`src/rtl/taylor_core_arbiter_pkg.sv`:
```
// Shared constants, arbiter state type and range-check helper for the
// TaylorSeries cosine core arbiter.
package taylor_pkg;

    localparam int W         = 18;
    localparam int FRAC      = 16;
    localparam int ANGLE_MAX = 102943;

    typedef enum logic [1:0] {
        IDLE,
        ISSUE,
        WAIT,
        RESP
    } arb_state_t;

    // Unsigned compare; callers zero-extend the W-bit angle to 32 bits.
    function automatic logic angle_in_range(input logic [31:0] angle,
                                            input logic [31:0] limit);
        return angle <= limit;
    endfunction

endpackage

```
`src/rtl/taylor_core_arbiter_rr.sv`:
```
// Combinational round-robin grant: first asserted request at or after ptr,
// wrapping modulo NREQ.
module rr_arbiter #(
    parameter int NREQ = 4
) (
    input  logic [NREQ-1:0]         req,
    input  logic [$clog2(NREQ)-1:0] ptr,
    output logic [NREQ-1:0]         grant_onehot
);

    localparam int PW = $clog2(NREQ);

    logic          found;
    logic [PW-1:0] idx;

    always_comb begin
        grant_onehot = '0;
        found        = 1'b0;
        idx          = '0;
        for (int i = 0; i < NREQ; i++) begin
            idx = PW'((int'(ptr) + i) % NREQ);
            if (!found && req[idx]) begin
                grant_onehot[idx] = 1'b1;
                found             = 1'b1;
            end
        end
    end

endmodule

```
`src/rtl/taylor_core_arbiter.sv`:
```
// Shares one TaylorSeries cosine core between NREQ requesters: round-robin
// accept, range check, start pulse, completion-edge wait with timeout, response.
module taylor_core_arbiter #(
    parameter int W         = taylor_pkg::W,
    parameter int NREQ      = 4,
    parameter int ANGLE_MAX = taylor_pkg::ANGLE_MAX,
    parameter int TIMEOUT   = 1023
) (
    input  logic              clock,
    input  logic              reset,
    input  logic [NREQ-1:0]   req_valid,
    input  logic [NREQ*W-1:0] req_angle,
    output logic [NREQ-1:0]   req_ready,
    output logic [NREQ-1:0]   rsp_valid,
    output logic [W-1:0]      rsp_data,
    output logic              rsp_error,
    output logic              core_start,
    output logic [W-1:0]      core_angle,
    input  logic              core_ready,
    input  logic [W-1:0]      core_cos
);

    import taylor_pkg::*;

    localparam int PW = $clog2(NREQ);
    localparam int CW = $clog2(TIMEOUT + 1);

    arb_state_t    state, state_next;
    logic [PW-1:0] rr_ptr;
    logic [PW-1:0] grant_idx;
    logic [PW-1:0] owner;
    logic [NREQ-1:0] grant_onehot;
    logic [W-1:0]  sel_angle;
    logic [CW-1:0] wait_count;
    logic          err_flag;
    logic          core_ready_q;
    logic          accept;
    logic          in_range;
    logic          core_rise;
    logic          timeout_hit;

    rr_arbiter #(
        .NREQ(NREQ)
    ) u_rr (
        .req          (req_valid),
        .ptr          (rr_ptr),
        .grant_onehot (grant_onehot)
    );

    always_comb begin
        grant_idx = '0;
        for (int i = 0; i < NREQ; i++) begin
            if (grant_onehot[i]) grant_idx = PW'(i);
        end
    end

    assign sel_angle   = req_angle[int'(grant_idx)*W +: W];
    assign in_range    = angle_in_range(32'(sel_angle), 32'(ANGLE_MAX));
    assign accept      = (state == IDLE) && !reset && (|grant_onehot);
    assign core_rise   = core_ready && !core_ready_q;
    assign timeout_hit = (wait_count == CW'(TIMEOUT - 1));

    always_ff @(posedge clock) begin
        if (reset) state <= IDLE;
        else       state <= state_next;
    end

    // Handshake strobes are decoded from state so they can never outlive it.
    always_comb begin
        state_next = state;
        req_ready  = '0;
        rsp_valid  = '0;
        rsp_error  = 1'b0;
        core_start = 1'b0;
        case (state)
            IDLE: begin
                req_ready = reset ? '0 : grant_onehot;
                if (accept) state_next = in_range ? ISSUE : RESP;
            end
            ISSUE: begin
                core_start = 1'b1;
                state_next = WAIT;
            end
            WAIT: begin
                if (core_rise || timeout_hit) state_next = RESP;
            end
            RESP: begin
                rsp_valid  = NREQ'(1) << owner;
                rsp_error  = err_flag;
                state_next = IDLE;
            end
            default: state_next = IDLE;
        endcase
    end

    // Completion edges seen outside WAIT only update the edge register.
    always_ff @(posedge clock) begin
        if (reset) begin
            rr_ptr       <= '0;
            owner        <= '0;
            err_flag     <= 1'b0;
            wait_count   <= '0;
            core_ready_q <= 1'b0;
            rsp_data     <= '0;
            core_angle   <= '0;
        end else begin
            core_ready_q <= core_ready;
            case (state)
                IDLE: begin
                    if (accept) begin
                        owner  <= grant_idx;
                        rr_ptr <= PW'((int'(grant_idx) + 1) % NREQ);
                        if (in_range) begin
                            core_angle <= sel_angle;
                            err_flag   <= 1'b0;
                        end else begin
                            err_flag <= 1'b1;
                            rsp_data <= '0;
                        end
                    end
                end
                ISSUE: wait_count <= '0;
                WAIT: begin
                    if (core_rise) begin
                        rsp_data <= core_cos;
                        err_flag <= 1'b0;
                    end else if (timeout_hit) begin
                        err_flag <= 1'b1;
                        rsp_data <= '0;
                    end else begin
                        wait_count <= wait_count + CW'(1);
                    end
                end
                default: ;
            endcase
        end
    end

endmodule
```
`config.mk`:
```
export PLATFORM = sky130hd
export DESIGN_NAME = taylor_core_arbiter
export DESIGN_NICKNAME = d
export VERILOG_FILES = /design/src/rtl/taylor_core_arbiter_pkg.sv /design/src/rtl/taylor_core_arbiter_rr.sv /design/src/rtl/taylor_core_arbiter.sv
export SDC_FILE = /design/constraint.sdc
export NUM_CORES = 1
export LEC_CHECK = 0
export CORE_MARGIN = 5
export CORE_UTILIZATION = 40
export CTS_BUF_LIST = sky130_fd_sc_hd__clkbuf_4 sky130_fd_sc_hd__clkbuf_8 sky130_fd_sc_hd__clkbuf_16
export CTS_CLUSTER_SIZE = 28
export DETAILED_ROUTE_END_ITERATION = 16
export PLACE_DENSITY = 0.73
export SYNTH_ARGS = -nofsm -noshare
export SYNTH_HDL_FRONTEND = slang
export SYNTH_SLANG_ARGS = --single-unit
```
`constraint.sdc`:
```
create_clock -name clock -period 6 [get_ports clock]
set_input_delay 1.2 -clock clock [delete_from_list [all_inputs] [get_ports clock]]
set_output_delay 1.2 -clock clock [all_outputs]
set_load 0.02 [all_outputs]
```
==> out/metrics.csv, run 1 <==
metric;value;unit
required;4.80;ns
clkSinkCount;54;
yosys-top-cells-count;54 x dfxtp_1, 49 x o21ai_0, 44 x nor2_1, 41 x nand3_1, 33 x nand2_1;
clock_tree.root_cell;clkbuf_8;
n_antenna_cell;0;
period_share;84.8;%
rsz0062_at_grt;no;
crit_type;in2out;
worstSetupStartpoint;req_valid[2];
synth_most_common_cell;dfxtp_1;
cts.path.max_buffers;2;
r2r_setup_slack;1.11;ns
insertion_delay;0.31;ns
routed_wl;12500;µm
r2r_end;state[1];
yosys_warnings;0;
cts_tree;yes;
cts_resized;0;
tightestPinTransition;1.13;ns
routedWlPerCell;16.5;µm
worstSetupEndpointType;primary output;
peakVddDrop;0.231;mV
grt_usage;20.2;%
synthFlopType;dfxtp_1;
hp-class;reg2reg;
slew_violations;0;
setup_slack;0.914;ns
routabilityCongestion;0.899;
relSlewSlack;24.2;%
die_y;109;µm
cts.clk_slew.worst_paths;0.10;ns
yosysTopAreaCell;dfxtp_1;
status;finished, final reports clean;
grt_max_degree;55;
synth_area;3890;µm²
hold_viol_final;0;
cellPowerDensity;463;nW/µm²
fmax;197;MHz
h-tree-depth;2;
synthDistinctLibCells;58;
ys_ff_latch;54;
p_leak;2.12;nW
r2r_start;rr_ptr[0];
synth_top_area_share;27.8;%
nFillCells;924;
synth_seq_area_share;27.8;%
drc;0;
netlist_instances;507;
drt_first_pass_iters;4;
r2r_cells;14;
path_max_fanout;12;
finalCriticalPeriod;5.09;ns
drtAntennaViolNets;0;
grt_pass1_vias;4012;
synth_fp_nets;616;
routed-via-count;4191;
cp.depth;7;
preCtsSetupSlack;0.720;ns
syn_area_per_cell;7.67;µm²
overflow;0;
top_level_ports;143;
nets;736;
core;9640;µm²
crit_family;buffers and inverters;
postCtsSetupBuffers;0;
drt-initial-drc-count;241;
async_flop_share;0;%
finClkSkew;0.00717;ns
dpl.hpwl;9500;µm
min_path_cells;2;
fp-row-count;36;
startpoint_type;input port;
crit_buf_inv;2;
cp_common_cell;clkdlybuf4s50_1;
hold_buffers;0;
critical_path.max_stage_delay;0.63;ns
cts_made_buffers;5;
die_x;109;µm
io_buffers;142;
antenna_found_initial;0;
synth_edf_count;0;
synth.area.top_cells;dfxtp_1 28%, mux2i_1 6.7%, o21ai_0 6.3%, nand3_1 5.3%, nor2_1 4.2%;
synthToLayoutAreaGrowth;40.7;%
final_layout_size_suffix_gt1_share;5.73;%
start_util;40.4;%
cp-endpoint;req_ready[3];
grt_pass1_wl;19500;µm
arrival;3.89;ns
finalSetupTns;0;ns
die_area;11800;µm²
setup_viol;0;
critPathSlowestCell;clkdlybuf4s50_1;
vias_per_cell;5.51;
cap_violations;0;
crit_chain;clkdlybuf4s50_1 > mux4_2 > and2_4 > a211o_1 > o22a_1 > nor2_1 > clkdlybuf4s50_1;
## per-layer routing
| layer | vias up | wire length, µm | GRT usage, % |
|---|---|---|---|
| met3 | 6 | 1090 | 5.21 |
| met2 | 170 | 5890 | 35.4 |
| li1 | 2054 | - | - |
| met1 | 1961 | 5470 | 25.4 |
| met5 | - | 0 | 0 |
| met4 | 0 | 74 | 3.16 |
## worst min-delay path by stage
stage / slack, ns / startpoint / endpoint
5_1_grt: 0.50 / core_angle[0] / core_angle[0]
3_5_place_dp: 0.47 / core_angle[16] / core_angle[16]
2_1_floorplan: 0.48 / wait_count[8] / wait_count[8]
4_1_cts: 0.48 / core_angle[16] / core_angle[16]
6_report: 0.48 / core_angle[16] / core_angle[16]
3_3_place_gp: 0.46 / core_angle[14] / core_angle[14]
## flip-flops by register name, indices dropped and copies added, names as in the netlist
name and cells:
state 2, core_ready_q 1, owner 2, rsp_data 18
rr_ptr 2, core_angle 18, err_flag 1, wait_count 10
## logic make-up (layout without fill, tap and decap cells)
group,after synthesis,in the layout,synth area share (%)
xor gates and xnor gates,5,5,1.13
AOI/OAI and AO/OA,137,137,23.2
adders and majority gates,12,12,3.86
buffers and inverters,55,176,6.37
DFF,54,54,27.8
muxes,34,34,10.2
and+or+nand+nor,210,210,27.5
## worst reg2reg max path: cells and delay by family, from the launching register on
family,cells,cell delay (ns)
AO/OA/AOI/OAI,5,1.50
flip-flops,1,0.63
buffers and inverters,3,0.71
adder cells (fa/ha/maj),1,0.42
AND/OR/NAND/NOR,4,0.94
multiplexers,1,0.61
## final cells by class
type                    count  area [µm²]  area share (%)
flip-flops and latches     54        1080            19.7
well taps                 133         166            3.04
inverters                  17        63.8            1.17
clock buffers               5        68.8            1.26
multi-input cells         398        2590            47.3
clock inverters             3        21.3           0.389
repair buffers            151        1480            27.1
## placed cells by master (no fill, tap or decap), drive strengths merged, types with 3 or more instances in the layout
cell type	synthesis	layout
a21oi	32	32
clkbuf	21	5
clkdlybuf4s50	0	141
nand2	33	33
mux2	4	4
nor2	44	44
nor2b	22	22
o22ai	3	3
and2	5	5
and3b	3	3
inv	17	17
nand3	41	41
a221oi	5	5
dfxtp	54	54
nor3b	3	3
nor3	11	11
buf	17	10
a211o	7	7
ha	12	12
nand4	3	3
o21ai	60	60
xor2	4	4
and3	21	21
mux2i	26	26
a311oi	6	6
mux4	4	4
nand2b	21	21
o221ai	3	3
## stage by stage
stage | utilization (%) | area, µm² | instances | total power [W] | hold slack (ns)
global route | 56.8 | 5470 | 761 | 0.00273 | 0.504
CTS | 56.8 | 5470 | 761 | 0.00253 | 0.484
detailed placement | 55.9 | 5380 | 753 | 0.00232 | 0.468
floorplan | - | 3890 | 507 | 0.00184 | 0.479
finish | 56.8 | 5470 | 761 | 0.00253 | 0.475
global placement | 55.9 | 5380 | 753 | 0.00227 | 0.462
## where the power goes
part,internal (W),switching [W],leakage (nW)
clock,0.0000823,0.000123,0.0441
combinational,0.000698,0.00116,1.64
sequential,0.000419,0.0000530,0.439
No activity file was read; power rests on OpenSTA's default activity.
==> run 2: changes to the inputs <==
clock period = 5 ns   (was 6 ns; I/O delays follow)
==> run 2 against run 1 <==
- via count shrank 0.29%
- non-clock buffer count grew 3
- global-route usage grew 0.38 points
- first-iteration DRC count grew 11%
- die area is the same
- sequential share of layout area shrank 0.15 points
- combinational power grew 22%
- wire length shrank 1.0%
- clock power grew 42%
- utilization grew 0.43 points
- cell count grew 0.39%
- total power grew 22%
- critical endpoint unchanged
- largest cell class unchanged
==> out/metrics.csv, run 2 (synthesis gave the netlist of run 1 again) <==
metric;value;unit;change
status;finished, final reports clean;;
routabilityCongestion;0.861;;-4.2%
top_level_ports;143;;unchanged
h-tree-depth;2;;unchanged
drt_first_pass_iters;4;;unchanged
n_antenna_cell;0;;unchanged
vias_per_cell;5.47;;-0.68%
hold_buffers;0;;unchanged
core;9640;µm²;unchanged
setup_viol;0;;unchanged
die_x;109;µm;unchanged
routed_wl;12400;µm;-1.0%
reg_top3;core_angle (18), rsp_data (18), wait_count (10);;
cts.clk_slew.worst_paths;0.10;ns;about the same
io_buffers;142;;unchanged
finalCriticalPeriod;4.74;ns;
drtAntennaViolNets;0;;unchanged
cts_resized;0;;unchanged
startpoint_type;input port;;
antenna_found_initial;0;;unchanged
start_util;40.4;%;unchanged
period_share;94.9;%;
final_layout_size_suffix_gt1_share;6.18;%;+0.45 points
synthToLayoutAreaGrowth;41.8;%;
grt_pass1_vias;4132;;+3.0%
placed_area;5410;µm²;+0.42%
dpl.hpwl;9270;µm;-2.4%
fp-row-count;36;;unchanged
routedWlPerCell;16.2;µm;-1.4%
cap_violations;0;;unchanged
overflow;0;;unchanged
die_y;109;µm;unchanged
worstSetupEndpointType;primary output;;
relSlewSlack;24.9;%;+0.65 points
arrival;3.74;ns;-0.15 ns
drt-initial-drc-count;267;;+11%
peakVddDrop;0.285;mV;+23%
required;4.00;ns;-0.80 ns
utilization;57.2;%;+0.43 points
hold_viol_final;0;;unchanged
cts.path.max_buffers;2;;unchanged
grt_pass1_wl;19800;µm;+1.7%
hold_slack;0.483;ns;+0.00792 ns
nets;739;;+0.41%
fmax;211;MHz;
layout_commonest_cell;clkdlybuf4s50_1;;
finalSetupTns;0;ns;unchanged
r2r_setup_slack;0.58;ns;-0.53 ns
finClkSkew;0.00996;ns;+0.00279 ns
cts_tree;yes;;
cellPowerDensity;563;nW/µm²;+22%
clock_tree.root_cell;clkbuf_8;;
rsz0062_at_grt;no;;
grt_max_degree;54;;-1.8%
path_max_fanout;12;;unchanged
die_area;11800;µm²;unchanged
hp-class;reg2reg;;
drc;0;;unchanged
crit_type;in2out;;
routed-via-count;4179;;-0.29%
postCtsSetupBuffers;0;;unchanged
clkSinkCount;54;;unchanged
cts_made_buffers;5;;unchanged
stdcell_area;5520;µm²;+0.75%
p_leak;2.15;nW;+1.3%
grt_usage;20.6;%;+0.38 points
slew_violations;0;;unchanged
tightestPinTransition;1.12;ns;-0.00966 ns
mostFrequentLayoutCells;141 x clkdlybuf4s50_1, 54 x dfxtp_1, 49 x o21ai_0, 44 x nor2_1, 41 x nand3_1;;
insertion_delay;0.31;ns;about the same
-- run 2: critical path: stages --
cell and delay (ns):
clkdlybuf4s50_1 0.48, mux4_2 0.61, and2_4 0.22, a211o_1 0.27, o22a_1 0.37, nor2_1 0.16
clkdlybuf4s50_1 0.63
-- run 2: final cells by class --
type / instances / area (µm²)
Clock buffer: 5 / 68.8
Clock inverter: 3 / 40.0
Fill cell: 899 / 4120
Inverter: 17 / 63.8
Multi-Input combinational cell: 398 / 2590
Sequential cell: 54 / 1080
Tap cell: 133 / 166
Timing Repair Buffer: 154 / 1510
-- run 2: stage by stage --
stage	total power, W	instances	worst slack, ns
floorplan	0.00221	507	1.21
global placement	0.00274	756	0.203
detailed placement	0.00281	756	0.105
CTS	0.00312	764	0.277
global route	0.00337	764	0.157
finish	0.00310	764	0.256
-- run 2: routing by layer --
metal | up-vias | GRT usage [%] | wire length [µm]
met5 | - | 0 | 0
met4 | 0 | 5.05 | 196
li1 | 2059 | - | -
met1 | 1916 | 24.2 | 5060
met2 | 182 | 36.2 | 5870
met3 | 22 | 6.51 | 1270
-- run 2: worst paths after layout --
check | cells past startpoint | endpoint | from
setup / recovery | 7 | req_ready[3] | req_valid[3]
hold / removal | 2 | core_angle[2] | core_angle[2]
setup reg to reg | 15 | core_angle[0] | rr_ptr[1]
hold reg to reg | 2 | core_angle[2] | core_angle[2]
-- run 2: report_power, final --
part / internal, W / switching (W) / total (W)
clock network: 0.000148 / 0.000143 / 0.000291
logic: 0.000859 / 0.00140 / 0.00226
registers: 0.000502 / 0.0000514 / 0.000554
total: 0.00151 / 0.00159 / 0.00310
